### src/rtl/sipo_pkg.sv
// Shared definitions for the SIPO deserializer: state encoding, frame length and
// count width helpers. Frame length depends on the SIPO_PARITY_EN build macro.
package sipo_pkg;

  typedef enum logic {
    ST_COLLECT = 1'b0,
    ST_LAST    = 1'b1
  } sipo_state_t;

`ifdef SIPO_PARITY_EN
  localparam bit PARITY_EN = 1'b1;
`else
  localparam bit PARITY_EN = 1'b0;
`endif

  function automatic int frame_len(input int width);
    return PARITY_EN ? width + 1 : width;
  endfunction

  function automatic int count_width(input int frame);
    return $clog2(frame + 1);
  endfunction

endpackage

### src/rtl/sipo_out_buf.sv
// One-entry valid/ready holding register for completed words, with a sticky
// overrun flag raised when a word arrives while the entry is still occupied.
module sipo_out_buf #(
  parameter int DW = 8
) (
  input  logic          clk,
  input  logic          reset,
  input  logic          load,
  input  logic [DW-1:0] load_data,
  input  logic          ready,
  output logic [DW-1:0] data,
  output logic          valid,
  output logic          overrun
);

  logic free;

  assign free = !valid || ready;

  // A load and a consume on the same edge replace the word and keep valid high.
  always_ff @(posedge clk) begin
    if (reset) begin
      data    <= '0;
      valid   <= 1'b0;
      overrun <= 1'b0;
    end else if (load) begin
      if (free) begin
        data  <= load_data;
        valid <= 1'b1;
      end else begin
        overrun <= 1'b1;
      end
    end else if (ready) begin
      valid <= 1'b0;
    end
  end

endmodule

### src/rtl/sipo_deserializer.sv
// Serial-to-parallel deserializer feeding a one-entry valid/ready buffer.
// Build macro SIPO_PARITY_EN appends a trailing parity bit and the parity_err port.
module sipo_deserializer
  import sipo_pkg::*;
#(
  parameter int WIDTH      = 8,
  parameter bit LSB_FIRST  = 1'b1,
  parameter int ODD_PARITY = 0,
  localparam int FRAME     = frame_len(WIDTH),
  localparam int CW        = count_width(FRAME)
) (
  input  logic             clk,
  input  logic             reset,
  input  logic             in_valid,
  input  logic             in_bit,
  input  logic             flush,
  output logic [WIDTH-1:0] out_data,
  output logic             out_valid,
  input  logic             out_ready,
  output logic [CW-1:0]    bit_count,
  output logic             overrun
`ifdef SIPO_PARITY_EN
  ,
  output logic             parity_err
`endif
);

  localparam int SW = FRAME - 1;

  if (WIDTH < 2 || WIDTH > 32 || (ODD_PARITY != 0 && ODD_PARITY != 1)) begin : g_bad_param
    $error("sipo_deserializer: WIDTH must be 2..32 and ODD_PARITY 0 or 1");
  end

  sipo_state_t      state, state_next;
  logic [CW-1:0]    count_next;
  logic [SW-1:0]    shift_reg, shift_next;
  logic [FRAME-1:0] frame_bits;
  logic [WIDTH-1:0] word;
  logic             word_done;

  always_ff @(posedge clk) begin
    if (reset) begin
      state     <= ST_COLLECT;
      bit_count <= '0;
      shift_reg <= '0;
    end else begin
      state     <= state_next;
      bit_count <= count_next;
      shift_reg <= shift_next;
    end
  end

  // Bits are stored at their arrival index; the final bit is taken straight from in_bit.
  always_comb begin
    state_next = state;
    count_next = bit_count;
    shift_next = shift_reg;
    word_done  = 1'b0;
    if (flush) begin
      count_next = '0;
      shift_next = '0;
    end else if (in_valid) begin
      unique case (state)
        ST_COLLECT: begin
          for (int i = 0; i < SW; i++) begin
            if (bit_count == CW'(i)) shift_next[i] = in_bit;
          end
          count_next = bit_count + 1'b1;
        end
        ST_LAST: begin
          word_done  = 1'b1;
          count_next = '0;
        end
      endcase
    end
    state_next = (count_next == CW'(SW)) ? ST_LAST : ST_COLLECT;
  end

  assign frame_bits = {in_bit, shift_reg};

  always_comb begin
    word = '0;
    for (int i = 0; i < WIDTH; i++) begin
      word[i] = LSB_FIRST ? frame_bits[i] : frame_bits[WIDTH-1-i];
    end
  end

`ifdef SIPO_PARITY_EN
  logic         perr;
  logic [WIDTH:0] buf_q;

  // The parity flag travels with its word so it stays aligned with out_data.
  assign perr = ((^word) ^ frame_bits[FRAME-1]) != ODD_PARITY[0];

  sipo_out_buf #(.DW(WIDTH + 1)) u_out_buf (
    .clk       (clk),
    .reset     (reset),
    .load      (word_done),
    .load_data ({perr, word}),
    .ready     (out_ready),
    .data      (buf_q),
    .valid     (out_valid),
    .overrun   (overrun)
  );

  assign out_data   = buf_q[WIDTH-1:0];
  assign parity_err = out_valid && buf_q[WIDTH];
`else
  sipo_out_buf #(.DW(WIDTH)) u_out_buf (
    .clk       (clk),
    .reset     (reset),
    .load      (word_done),
    .load_data (word),
    .ready     (out_ready),
    .data      (out_data),
    .valid     (out_valid),
    .overrun   (overrun)
  );
`endif

endmodule
### config.mk
export PLATFORM = sky130hd
export DESIGN_NAME = sipo_deserializer
export DESIGN_NICKNAME = d
export VERILOG_FILES = /design/src/rtl/sipo_pkg.sv /design/src/rtl/sipo_out_buf.sv /design/src/rtl/sipo_deserializer.sv
export SDC_FILE = /design/constraint.sdc
export NUM_CORES = 1
export LEC_CHECK = 0
export CORE_ASPECT_RATIO = 1.4
export CORE_UTILIZATION = 53
export CTS_BUF_LIST = sky130_fd_sc_hd__clkbuf_8 sky130_fd_sc_hd__clkbuf_16
export DETAILED_ROUTE_END_ITERATION = 8
export PLACE_DENSITY = 0.91
export SYNTH_ARGS = -nofsm -noshare
export SYNTH_HDL_FRONTEND = slang
export SYNTH_SLANG_ARGS = --single-unit
### constraint.sdc
create_clock -name clk -period 2.4 [get_ports clk]
set_input_delay 0.36 -clock clk [delete_from_list [all_inputs] [get_ports clk]]
set_output_delay 0.36 -clock clk [all_outputs]
set_load 0.02 [all_outputs]
== Yosys cells after proc, flatten, opt, wreduce, memory -nomap -nowiden ==
Cells that the tools add are included.
Cells by class
  add/subtract/negate cells: 1
  equality and inequality tests: 8
  muxes and demuxes: 10
  bitwise operators: 2
  reduce and logical (&&, ||, !) cells: 15
Operators with widths (number)
  $reduce_and A3 Y1: 7
  $eq A4 B3 Y1 const B: 4
  $eq A4 B2 Y1 const B: 2
  $mux W4: 2
  $pmux W4 S2: 1
  $mux W1: 7
  $reduce_and A2 Y1: 3
  $add A4 B1 Y4 const B: 1
  $eq A4 B1 Y1 const B: 1
  $logic_not A4 Y1: 1
  $ne A2 B2 Y1 const B: 1
  $not A1 Y1: 2
  $reduce_bool A2 Y1: 1
  $reduce_or A2 Y1: 1
  $logic_not A1 Y1: 1
  $logic_or A1 B1 Y1: 1
Storage, ports and cells
  flip-flop bits (word level): 22
  input port bits: 6
  output and inout port bits: 14
  word-level logic and storage cells: 48

== Logic depth before layout (Yosys ltp) ==
  depth in word-level cells: 6
  depth in mapped cells: 5

== By module ==
Synthesis repeated with hierarchy kept, for this count alone.
Second synthesis, totals
  cell total of the unflattened synthesis: 106
  area total of the unflattened synthesis: 1031.0 µm²
Modules (own cells, without submodules)
  sipo_deserializer: instances 1, cells each 64, area an instance 595.6 µm², sequential area each 240.2 µm²
  sipo_out_buf: instances 1, cells each 42, area an instance 435.4 µm², sequential area each 200.2 µm²

== Worst setup path after synthesis ==
Ideal clock, no wire load.
  kind: flip-flop to flip-flop
  start: reg bit_count[0]
  end: reg state
  library setup time: 0.116 ns
  data arrival time: 1.287 ns
  slack: 0.997 ns
  cell stages (with the launch flop): 6
  buffers on the path: 0
  period minus slack after synthesis: 1.403 ns
  cell sequence: dfxtp_1 > inv_1 > ha_1 > nand4bb_1 > o31ai_1 > and4_1
On the way
  cells in the longest elaborated chain, start to end: 6
Ends and longest elaborated chain
  from (decl): line sipo_deserializer.sv:20  | output logic [CW-1:0] bit_count,
  from (signal assigned): line sipo_deserializer.sv:48  | bit_count <= count_next;
  $add A4 B1 Y4: line sipo_deserializer.sv:68  | count_next = bit_count + 1'b1;
  $pmux W4 S2: line sipo_deserializer.sv:63  | unique case (state)
  $mux W4 (*): line sipo_deserializer.sv:62  | end else if (in_valid) begin
  $mux W4 (*): line sipo_deserializer.sv:59  | if (flush) begin
  $eq A4 B3 Y1 (*): line sipo_deserializer.sv:76  | state_next = (count_next == CW'(SW)) ? ST_LAST : ST_COLLECT;
  $mux W1 (*): line sipo_deserializer.sv:76
  to (signal assigned): line sipo_deserializer.sv:47  | state <= state_next;
  to (decl): line sipo_deserializer.sv:34  | sipo_state_t state, state_next;
Mark *: on every way between the ends. The rest lies on a longest branch, timed or not.
A chain may end at the register's enable or synchronous reset.

== Final worst setup path ==
  start: reg bit_count[2]
  end: out bit_count[2]
No word-level cell between the ends.

==> results.toml <==
[layout]
areaGrowthSynthToFinish_pct = 25.6
finalNetCount = 140
largest_reg_flops = 8
antennaDiodeCount = 0
drive_gt1_share_pct = 6.98

[timing]
layout_min_cycle_time_ps = 1780
fmaxAchievable_mhz = 563
final-hold-violation-count = 0
worst_pin_slew_ps = 582
fin_crit_sh_pct = 74.0
fin_setup_tns_ps = 0
finClkSkew_ps = 8.07
drv_slew = 0
rsz0062_at_grt = "false"
setup_violations = 0
slew_headroom_pct = 61.1

[synthesis]
postSynthAreaPerCell_um2 = 9.05
yosysSeqAreaShare_pct = 44.2
yosys_warnings = 0
synthesis.area_um2 = 996
syn_inst = 110
synth.distinct_cells = 26
synth_nets = 120
synth-seq-cells = 22

[placed_design]
port_buffers = 19
hpwl_mm = 1.47
gp_congestion = 0.856

[die]
dieHeight_um = 53.3
ios = 20
die_w_um = 38.6
core_area_um2 = 1760
start_util_pct = 56.7
dieArea_um2 = 2060
core.rowCount = 18

[clock_network]
cts_max_level = 1
clock-sinks = 22
clock_path_buffers = 2
hold_buffers = 0
numCtsBuffers = 3
clk_latency_ps = 270
cts-resized-gates = 0
cts_tree = "done"
post_cts_buffers = 0
cts-root-buf = "clkbuf_8"
clk_pin_slew_ps = 80

[worst_setup_path]
slowest_delay_ps = 660
crit_path_end_kind = "primary output"
timing.critical_path.buf_inv = 1
crit_family = "buffers and inverters"
startpoint_type = "register"
cp_slowest_cell = "clkdlybuf4s50_1"
cp_cell_sequence = "clkdlybuf4s50_1"
worstPathMaxFanout = 7
required_ps = 2040
crit_arrival_ps = 1420
worst-setup-path-type = "reg -> out"

[route]
drt-total-wl_mm = 2.06
wire_per_inst_um = 13.8
viasPerCell = 5.70
drtIter0Drc = 11
final_antenna_net_count = 0
drtPass1Iterations = 4
drc_errors = 0
vias = 849

[power_and_ir_drop]
power.total_uw = 680
power_density_nw_per_um2 = 543
peakVddDrop_mv = 0.455
power_leakage_uw = 0.000480

[global_route]
grt_overflow = 0
grtUsageTotal_pct = 21.6
antenna_found_initial = 0
grt_pass1_vias = 776
grt_pass1_wl_mm = 3.13
grt_start_max_net_pins = 14

[hold_path]
hold_class = "reg -> reg"

[run]
drv_cap = 0

[outcome]
outcome = "complete, no violations"
[per-layer routing]
layer | up-vias | share of wire (%) | track usage (%)
li1 | 420 | - | -
met1 | 396 | 42 | 23.8
met2 | 28 | 50 | 37.2
met3 | 5 | 5.2 | 3.78
met4 | 0 | 2.3 | 12.1
met5 | - | 0 | 0
[per-stage QoR]
step | util, % | area, um^2 | setup WS (ps) | hold WS [ps] | instances
2_1_floorplan | - | 996 | 997 | 439 | 110
6_report | 71.2 | 1250 | 624 | 464 | 149
4_1_cts | 71.2 | 1250 | 630 | 468 | 149
3_5_place_dp | 68.1 | 1200 | 556 | 458 | 145
5_1_grt | 71.2 | 1250 | 591 | 491 | 149
3_3_place_gp | 68.1 | 1200 | 610 | 454 | 145
[area by class of cell]
class	count	area (um^2)
Clock buffer	4	55.1
Fill cell	141	505
Inverter	3	11.3
Multi-Input combinational cell	80	522
Sequential cell	22	440
Tap cell	20	25.0
Timing Repair Buffer	20	198
[where the power goes]
group / internal, uW / leakage [uW] / switching [uW]
Clock: 147 / 0.0000288 / 124
Combinational: 19.0 / 0.000274 / 20.6
Sequential: 366 / 0.000177 / 2.47
[Yosys cell counts]
library cell	count	share of area, %
nor2_1	3	1.1
nor4b_4	1	2.4
nand3b_1	3	2.3
ha_1	4	5.0
and3b_1	1	0.88
or2_2	1	0.63
a221oi_2	1	1.5
a21oi_1	13	6.5
a21bo_1	1	1.0
o31ai_1	1	0.75
and4_1	1	0.88
and4bb_1	1	1.3
dfxtp_1	22	44
inv_1	2	0.75
nor3b_1	2	1.5
nor2b_1	2	1.3
o21ai_1	7	3.5
nand2_1	17	6.4
clkbuf_1	2	0.75
nand2b_1	2	1.3
inv_2	1	0.38
o21ai_0	1	0.50
mux2i_1	8	8.0
nand3_1	9	4.5
nand4bb_1	1	1.1
buf_2	3	1.5
[cell families (layout without fill, tap and decap cells)]
family,after synthesis,in the layout,synth area share (%)
adder cells (fa/ha/maj),4,4,5.03
AO/OA/AOI/OAI,24,24,13.8
AND/OR/NAND/NOR,44,44,25.5
buffers and inverters,8,27,3.39
multiplexers,8,8,8.04
flip-flops,22,22,44.2
[worst paths after layout]
check	startpoint	to	slack [ps]	depth (start not counted)
max reg2reg	bit_count[0]$_SDFF_PP0_	state$_SDFF_PP0_	980	5
max	bit_count[2]$_SDFF_PP0_	bit_count[2]	620	1
min reg2reg	shift_reg[4]$_SDFFE_PP0P_	shift_reg[4]$_SDFFE_PP0P_	460	2
min	shift_reg[4]$_SDFFE_PP0P_	shift_reg[4]$_SDFFE_PP0P_	460	2
[layout by cell type, fill, tap and decap left out]
cell	synthesis	final
clkbuf_8	0	4
or2_2	1	1
o31ai_1	1	1
nand3b_1	3	3
and4_1	1	1
nor2b_1	2	2
nor3b_1	2	2
a21bo_1	1	1
mux2i_1	8	8
nand4bb_1	1	1
nand2b_1	2	2
nor4b_4	1	1
a21oi_1	13	13
dfxtp_1	22	22
nand2_1	17	17
o21ai_1	7	7
buf_4	0	1
nor2_1	3	3
and3b_1	1	1
nand3_1	9	9
o21ai_0	1	1
ha_1	4	4
clkdlybuf4s50_1	0	19
inv_1	2	2
inv_2	1	1
a221oi_2	1	1
and4bb_1	1	1
Power figures use the tool's default switching activity.
